===== src/rtl/mem_arb_pkg.sv =====
// Shared types and defaults for the instruction/data memory arbiter.
package mem_arb_pkg;

   localparam int DEF_ADDR_W = 32;
   localparam int DEF_DATA_W = 32;

   typedef enum logic [1:0] {
      IDLE,
      BUSY_IF,
      BUSY_D,
      RESP
   } arb_state_t;

   function automatic int starve_cnt_w(input int limit);
      return $clog2(limit + 1);
   endfunction

endpackage


===== src/rtl/mem_arbiter.sv =====
// Shares one single-ported, variable-latency memory between instruction fetch and
// data access; data has priority, bounded by a starvation limit that forces fetch progress.
module mem_arbiter
   import mem_arb_pkg::*;
#(
   parameter int ADDR_W       = DEF_ADDR_W,
   parameter int DATA_W       = DEF_DATA_W,
   parameter int STARVE_LIMIT = 4
) (
   input  logic              clk,
   input  logic              rst,
   input  logic              if_req,
   input  logic [ADDR_W-1:0] if_addr,
   output logic [DATA_W-1:0] if_rdata,
   output logic              if_ready,
   input  logic              d_read,
   input  logic              d_write,
   input  logic [ADDR_W-1:0] d_addr,
   input  logic [DATA_W-1:0] d_wdata,
   output logic [DATA_W-1:0] d_rdata,
   output logic              d_ready,
   output logic              stall,
   output logic              mem_req,
   output logic              mem_we,
   output logic [ADDR_W-1:0] mem_addr,
   output logic [DATA_W-1:0] mem_wdata,
   input  logic [DATA_W-1:0] mem_rdata,
   input  logic              mem_ack
);

   localparam int               CNT_W = starve_cnt_w(STARVE_LIMIT);
   localparam logic [CNT_W-1:0] LIMIT = CNT_W'(STARVE_LIMIT);

   arb_state_t        r_state;
   arb_state_t        w_state_nxt;
   logic              r_sel_d;
   logic              r_mem_req;
   logic              r_mem_we;
   logic [ADDR_W-1:0] r_mem_addr;
   logic [DATA_W-1:0] r_mem_wdata;
   logic [DATA_W-1:0] r_if_rdata;
   logic [DATA_W-1:0] r_d_rdata;
   logic [CNT_W-1:0]  r_starve_cnt;

   logic              w_d_req;
   logic              w_grant_d;
   logic              w_grant_if;
   logic              w_done;
   logic              w_if_ready;
   logic              w_d_ready;

   assign w_d_req    = d_read | d_write;
   // Data wins unless a fetch is waiting and data has used up its consecutive-grant quota.
   assign w_grant_d  = (r_state == IDLE) && w_d_req && !(if_req && (r_starve_cnt == LIMIT));
   assign w_grant_if = (r_state == IDLE) && if_req && !w_grant_d;
   assign w_done     = ((r_state == BUSY_IF) || (r_state == BUSY_D)) && mem_ack;

   always_ff @(posedge clk or negedge rst) begin
      if (!rst) r_state <= IDLE;
      else      r_state <= w_state_nxt;
   end

   always_comb begin
      w_state_nxt = r_state;
      case (r_state)
         IDLE: begin
            if (w_grant_d)       w_state_nxt = BUSY_D;
            else if (w_grant_if) w_state_nxt = BUSY_IF;
         end
         BUSY_IF, BUSY_D: begin
            if (mem_ack) w_state_nxt = RESP;
         end
         RESP:    w_state_nxt = IDLE;
         default: w_state_nxt = IDLE;
      endcase
   end

   always_comb begin
      w_if_ready = 1'b0;
      w_d_ready  = 1'b0;
      if (r_state == RESP) begin
         w_if_ready = ~r_sel_d;
         w_d_ready  = r_sel_d;
      end
   end

   always_ff @(posedge clk or negedge rst) begin
      if (!rst) begin
         r_sel_d     <= 1'b0;
         r_mem_req   <= 1'b0;
         r_mem_we    <= 1'b0;
         r_mem_addr  <= '0;
         r_mem_wdata <= '0;
         r_if_rdata  <= '0;
         r_d_rdata   <= '0;
      end else if (w_grant_d) begin
         r_sel_d     <= 1'b1;
         r_mem_req   <= 1'b1;
         r_mem_we    <= d_write;
         r_mem_addr  <= d_addr;
         r_mem_wdata <= d_wdata;
      end else if (w_grant_if) begin
         r_sel_d     <= 1'b0;
         r_mem_req   <= 1'b1;
         r_mem_we    <= 1'b0;
         r_mem_addr  <= if_addr;
         r_mem_wdata <= d_wdata;
      end else if (w_done) begin
         r_mem_req <= 1'b0;
         r_mem_we  <= 1'b0;
         if (r_state == BUSY_IF)  r_if_rdata <= mem_rdata;
         else if (!r_mem_we)      r_d_rdata  <= mem_rdata;
      end
   end

   always_ff @(posedge clk or negedge rst) begin
      if (!rst) begin
         r_starve_cnt <= '0;
      end else if (w_grant_d) begin
         if (if_req && (r_starve_cnt != LIMIT)) r_starve_cnt <= r_starve_cnt + 1'b1;
      end else if (w_grant_if) begin
         r_starve_cnt <= '0;
      end
   end

   assign if_ready  = w_if_ready;
   assign d_ready   = w_d_ready;
   assign stall     = (if_req & ~w_if_ready) | (w_d_req & ~w_d_ready);
   assign mem_req   = r_mem_req;
   assign mem_we    = r_mem_we;
   assign mem_addr  = r_mem_addr;
   assign mem_wdata = r_mem_wdata;
   assign if_rdata  = r_if_rdata;
   assign d_rdata   = r_d_rdata;

endmodule

===== config.mk =====
export PLATFORM = sky130hd
export DESIGN_NAME = mem_arbiter
export DESIGN_NICKNAME = d
export VERILOG_FILES = /design/src/rtl/mem_arb_pkg.sv /design/src/rtl/mem_arbiter.sv
export SDC_FILE = /design/constraint.sdc
export NUM_CORES = 1
export LEC_CHECK = 0
export ABC_AREA = 1
export CORE_MARGIN = 4
export CORE_UTILIZATION = 44
export DETAILED_ROUTE_END_ITERATION = 10
export PLACE_DENSITY_LB_ADDON = 0.08
export SYNTH_ARGS = -nofsm -noshare
export SYNTH_HDL_FRONTEND = slang
export SYNTH_SLANG_ARGS = --single-unit

===== constraint.sdc =====
create_clock -name clk -period 3.35 [get_ports clk]
set_clock_uncertainty 0.15 [all_clocks]
set_input_delay 0.8375 -clock clk [delete_from_list [all_inputs] [get_ports clk]]
set_output_delay 0.8375 -clock clk [all_outputs]
set_load 0.05 [all_outputs]

==> results of run 1 <==
registers in the layout (all words and copies together) (netlist names):
signal,cells
d_rdata,32
if_rdata,32
mem_addr,32
mem_req,1
mem_wdata,32
mem_we,1
r_sel_d,1
r_starve_cnt,3
r_state,2
cells in the mapped netlist:
library cell / instances / share of area
nand2_1: 313 / 0.21
dfrtp_1: 136 / 0.60
nand3_1: 133 / 0.12
buf_2: 22 / 0.019
inv_1: 14 / 0.0093
clkbuf_1: 10 / 0.0066
ha_1: 6 / 0.013
buf_4: 4 / 0.0053
o21ai_0: 3 / 0.0027
inv_2: 2 / 0.0013
nor2_1: 2 / 0.0013
buf_1: 1 / 0.00066
buf_6: 1 / 0.0020
clkinv_1: 1 / 0.00066
nand3_2: 1 / 0.0018
nand4_1: 1 / 0.0011
nor2_2: 1 / 0.0011
nor3_2: 1 / 0.0018
o21ai_2: 1 / 0.0015
o22ai_1: 1 / 0.0011
xnor2_1: 1 / 0.0015
final cells by class:
cell class                      count  area [um^2]
Clock buffer                       24          482
Clock inverter                      8         95.1
Fill cell                         980         3540
Inverter                           17         63.8
Multi-Input combinational cell    464         2010
Sequential cell                   136         3400
Tap cell                          172          215
Timing Repair Buffer              281         2810
power by group:
part / internal [mW] / switching, mW
sequential: 2.43 / 0.439
clock: 1.15 / 0.669
combinational: 2.00 / 4.42
tightest hold or removal path, stage by stage, from the launching register on:
cell and delay [ns]:
dfrtp_1 0.34, nand2_1 0.05, nand2_1 0.04
per-stage QoR:
stage | worst slack, ns | hold slack [ns]
final | 0.257 | 0.320
after global routing | 0.184 | 0.342
after CTS | 0.257 | 0.322
after detailed placement | 0.538 | 0.308
after global placement | 0.563 | 0.303
after floorplan | 0.578 | 0.322
path summary, 6_finish.rpt:
check                                       start                       end  slack (ns)
setup / recovery           r_state[0]$_DFFE_PN0P_                  if_ready        0.26
setup reg to reg           r_state[0]$_DFFE_PN0P_  if_rdata[31]$_DFFE_PN0P_        1.16
hold reg to reg            d_rdata[1]$_DFFE_PN0P_    d_rdata[1]$_DFFE_PN0P_        0.32
min in group asynchronous                     rst    d_rdata[2]$_DFFE_PN0P_        0.34
hold / removal             d_rdata[1]$_DFFE_PN0P_    d_rdata[1]$_DFFE_PN0P_        0.32
max in group asynchronous                     rst   mem_addr[1]$_DFFE_PN0P_        1.96
cell families (layout without fill, tap and decap cells):
kind of cell | Yosys count | count (layout)
AO/OA/AOI/OAI | 5 | 5
XOR/XNOR | 1 | 1
adder cells (fa/ha/maj) | 6 | 6
buffers and inverters | 55 | 330
flip-flops | 136 | 136
AND/OR/NAND/NOR | 452 | 452
per-layer routing:
layer | vias up | global-route usage | wire length [um] | share of wire
met5 | - | 0 | 0 | 0
li1 | 2611 | - | - | -
met3 | 43 | 0.0862 | 1640 | 0.091
met1 | 2604 | 0.282 | 6640 | 0.37
met2 | 250 | 0.424 | 9060 | 0.51
met4 | 0 | 0.109 | 589 | 0.033
==> flow_summary.ini, run 1 <==
[status]
status = finished, final reports clean

[cells_and_area]
drive_above_1_share = 0.0548
final_nets = 1057
antenna_cells = 0
design_area_mm2 = 0.00907
fin_util = 0.719
areaGrowthSynthToFinish_pct = 60.5
mostFrequentLayoutCells = nand2_1 (313), clkdlybuf4s50_1 (264), dfrtp_1 (136)
final_cells = 1102
layout_commonest_cell = nand2_1

[cts]
post-cts-setup-buffers = 0
cts-resized-gates = 0
path_clk_slew_ns = 0.05
cts_buffer_depth = 2
cts_hold_buffers = 0
cts_tree = done
cts_made_buffers = 17
clkSinkCount = 136
htreeDepth = 4
root_buffer = clkbuf_16
clock_latency_ns = 0.41

[logic_synthesis]
synth_compound_area_frac = 0.00531
yosys_warnings = 0
synth_area_per_cell_um2 = 8.63
ys_types = 21
netlist_area_mm2 = 0.00565
synthXorXnorAreaFrac = 0.00155
ys_seq_area_frac = 0.602
ys_ff_latch = 136
synth_top_family_by_area = simple AND/OR/NAND/NOR gates
synth_cells = 655
synth_nets = 795
synthMuxAreaShare = 0
synthAdderAreaFrac = 0.0133
synth-simple-area-share = 0.333

[hold_path]
holdPathStages = 2
worstHoldPathType = flop to flop

[timing]
fin_crit_sh = 0.923
worst_pin_slew_ns = 0.746
rsz0062_at_grt = no
fin_setup_tns_ns = 0
relSlewSlack = 0.503
min_period_ns = 3.09
maxSlewViolCount = 0
finalSetupViolCount = 0
timing.fmax_mhz = 323
hold_viol = 0

[route]
wl_per_cell_um = 16.3
first_pass_iters = 7
via_per_inst = 5.00
ant_nets = 0
vias = 5508
routed_wl_mm = 17.9
drcViolationCount = 0
drt_iter0_drc = 492

[critical_path]
r2r_cells = 7
critPathSlowestCell = clkdlybuf4s50_1
crit_family = buffers and inverters
worst_ep_required_time_ns = 2.36
slowest_delay_ns = 0.85
endpoint_kind = primary output
critPathKind = flop to primary output
start_kind = flop
cp.depth = 4
cp_max_fo = 4
worstPathArrival_ns = 2.11
worst-path-buf-inv = 2
crit_chain = ha_1 -> inv_1 -> nor2_1 -> clkdlybuf4s50_1

[grt]
grt_pass1_vias = 5754
grt_first_pass_wirelength_mm = 28.8
grt_overflow = 0
antenna_found_initial = 0
grt_usage = 0.249
grt_max_degree = 56

[power_and_ir_drop]
pwr_density_cell_mw_per_mm2 = 1220
ir_drop_v = 0.000666
p_leak_nw = 4.38
power.total_mw = 11.1

[floorplan]
rows = 41
die_area_mm2 = 0.0147
fp.dieH_um = 121
pin_count = 267
die_w_um = 121
start_util = 0.448
core_mm2 = 0.0126

[placed_design]
gp_congestion = 0.852
io_buffers = 266
placed_area_mm2 = 0.00850
dpl.hpwl_mm = 12.9
place_inst = 1070

[flow_run]
drv_cap = 0
No activity file was read; power rests on OpenSTA's default activity.
==> run 2: changes to the inputs <==
--- a/config.mk
+++ b/config.mk
@@ -9,6 +9,7 @@
 export CORE_MARGIN = 4
 export CORE_UTILIZATION = 44
 export DETAILED_ROUTE_END_ITERATION = 10
+export MAX_ROUTING_LAYER = met4
 export PLACE_DENSITY_LB_ADDON = 0.08
 export SYNTH_ARGS = -nofsm -noshare
 export SYNTH_HDL_FRONTEND = slang
==> run 2 against run 1 <==
First-iteration DRC count is 8.9% higher; count of clock-buffer cells in the layout stayed put; global-route usage is 0.73 points higher; worst setup slack worse by 0.00089 ns; register-to-register slack hardly changed; cell count stayed put; power hardly changed; maximum frequency hardly changed; largest power group unchanged.
==> flow_summary.ini, run 2 (synthesis results as in run 1) <==
[status]
status = finished, final reports clean

[grt]
gr-usage-met3 = 0.0755
antenna_found_initial = 0
use_met2 = 0.425
grt_first_pass_wirelength_mm = 28.8
grt_use_met1 = 0.291
gr-max-usage-layer = met2
grt_usage = 0.256
grt_pass1_vias = 5762
grt_max_degree = 56
grt_overflow = 0

[cts]
clkSinkCount = 136
cts_buffer_depth = 2
path_clk_slew_ns = 0.06
cts_hold_buffers = 0
cts-resized-gates = 0
cts_made_buffers = 17
root_buffer = clkbuf_16
cts_tree = done
htreeDepth = 4
clock_latency_ns = 0.40
post-cts-setup-buffers = 0

[cells_and_area]
n_fill_cell = 980
layout_commonest_cell = nand2_1
antenna_cells = 0
multi_input_area_mm2 = 0.00201
regArea_mm2 = 0.00340
fin_util = 0.719
mostFrequentLayoutCells = nand2_1 (313), clkdlybuf4s50_1 (264), dfrtp_1 (136)
final_nets = 1057
design_area_mm2 = 0.00907
areaGrowthSynthToFinish_pct = 60.5
drive_above_1_share = 0.0548

[hold_path]
holdPathStages = 2
worstHoldPathType = flop to flop
worstHoldStart = if_rdata[20]$_DFFE_PN0P_
min_to = if_rdata[20]$_DFFE_PN0P_

[timing]
rsz0062_at_grt = no
worst_pin_slew_ns = 0.751
finalSetupViolCount = 0
relSlewSlack = 0.499
timing.fmax_mhz = 323
maxSlewViolCount = 0
fin_crit_sh = 0.923
fin_setup_tns_ns = 0
min_period_ns = 3.09
hold_viol = 0

[floorplan]
rows = 41
die_area_mm2 = 0.0147
fp.dieH_um = 121
core_mm2 = 0.0126
die_w_um = 121
pin_count = 267
start_util = 0.448

[critical_path]
rr_startpoint = r_state[0]$_DFFE_PN0P_
critPathKind = flop to primary output
r2r_cells = 7
reg2reg_slack_ns = 1.17
worstPathArrival_ns = 2.11
worst_ep_required_time_ns = 2.36
endpoint_kind = primary output
cp_max_fo = 4
rr_endpoint = if_rdata[31]$_DFFE_PN0P_
start_kind = flop

[power_and_ir_drop]
p_leak_nw = 4.38
power.total_mw = 11.1
pwr_density_cell_mw_per_mm2 = 1220
ir_drop_v = 0.000666

[flow_run]
drv_cap = 0

[route]
via_per_inst = 4.99
ant_nets = 0
vias = 5494
drt_iter0_drc = 536
wl_per_cell_um = 16.3
first_pass_iters = 6
drcViolationCount = 0
routed_wl_mm = 17.9

[placed_design]
gp_congestion = 0.866
placed_area_mm2 = 0.00850
dpl.hpwl_mm = 12.9
io_buffers = 266
-- run 2: stage by stage --
stage | hold WS, ns | instances | setup slack (ns)
final | 0.320 | 1102 | 0.256
after global routing | 0.342 | 1102 | 0.182
after CTS | 0.322 | 1102 | 0.257
after detailed placement | 0.308 | 1070 | 0.538
after global placement | 0.303 | 1070 | 0.563
after floorplan | 0.322 | 655 | 0.578
-- run 2: layer usage --
layer	routed length [um]	vias to the layer above
met3	1360	38
met1	7000	2608
li1	-	2610
met4	516	0
met2	9050	238
met5	0	-
-- run 2: worst max-delay path by stage --
stage / slack, ns / to / startpoint
2_1_floorplan: 0.58 / stall / r_state[0]$_DFFE_PN0P_
3_3_place_gp: 0.56 / stall / if_req
3_5_place_dp: 0.54 / stall / if_req
4_1_cts: 0.26 / if_ready / r_state[0]$_DFFE_PN0P_
5_1_grt: 0.18 / if_ready / r_state[0]$_DFFE_PN0P_
6_report: 0.26 / if_ready / r_state[0]$_DFFE_PN0P_
-- run 2: where the power goes --
group	internal [mW]	switching (mW)
logic	2.00	4.42
clock network	1.15	0.665
registers	2.43	0.439
total	5.57	5.53
-- run 2: layout make-up --
cell class              instances  area share
clock buffers                  24      0.0531
multi-input cells             464       0.221
flip-flops and latches        136       0.375
clock inverters                 8      0.0105
inverters                      17     0.00703
well taps                     172      0.0237
repair buffers                281       0.309
-- run 2: worst max-delay path, cell delays in order (launching register included) --
cell and delay [ns]:
dfrtp_1 0.40, ha_1 0.23, inv_1 0.05, nor2_1 0.17
clkdlybuf4s50_1 0.85
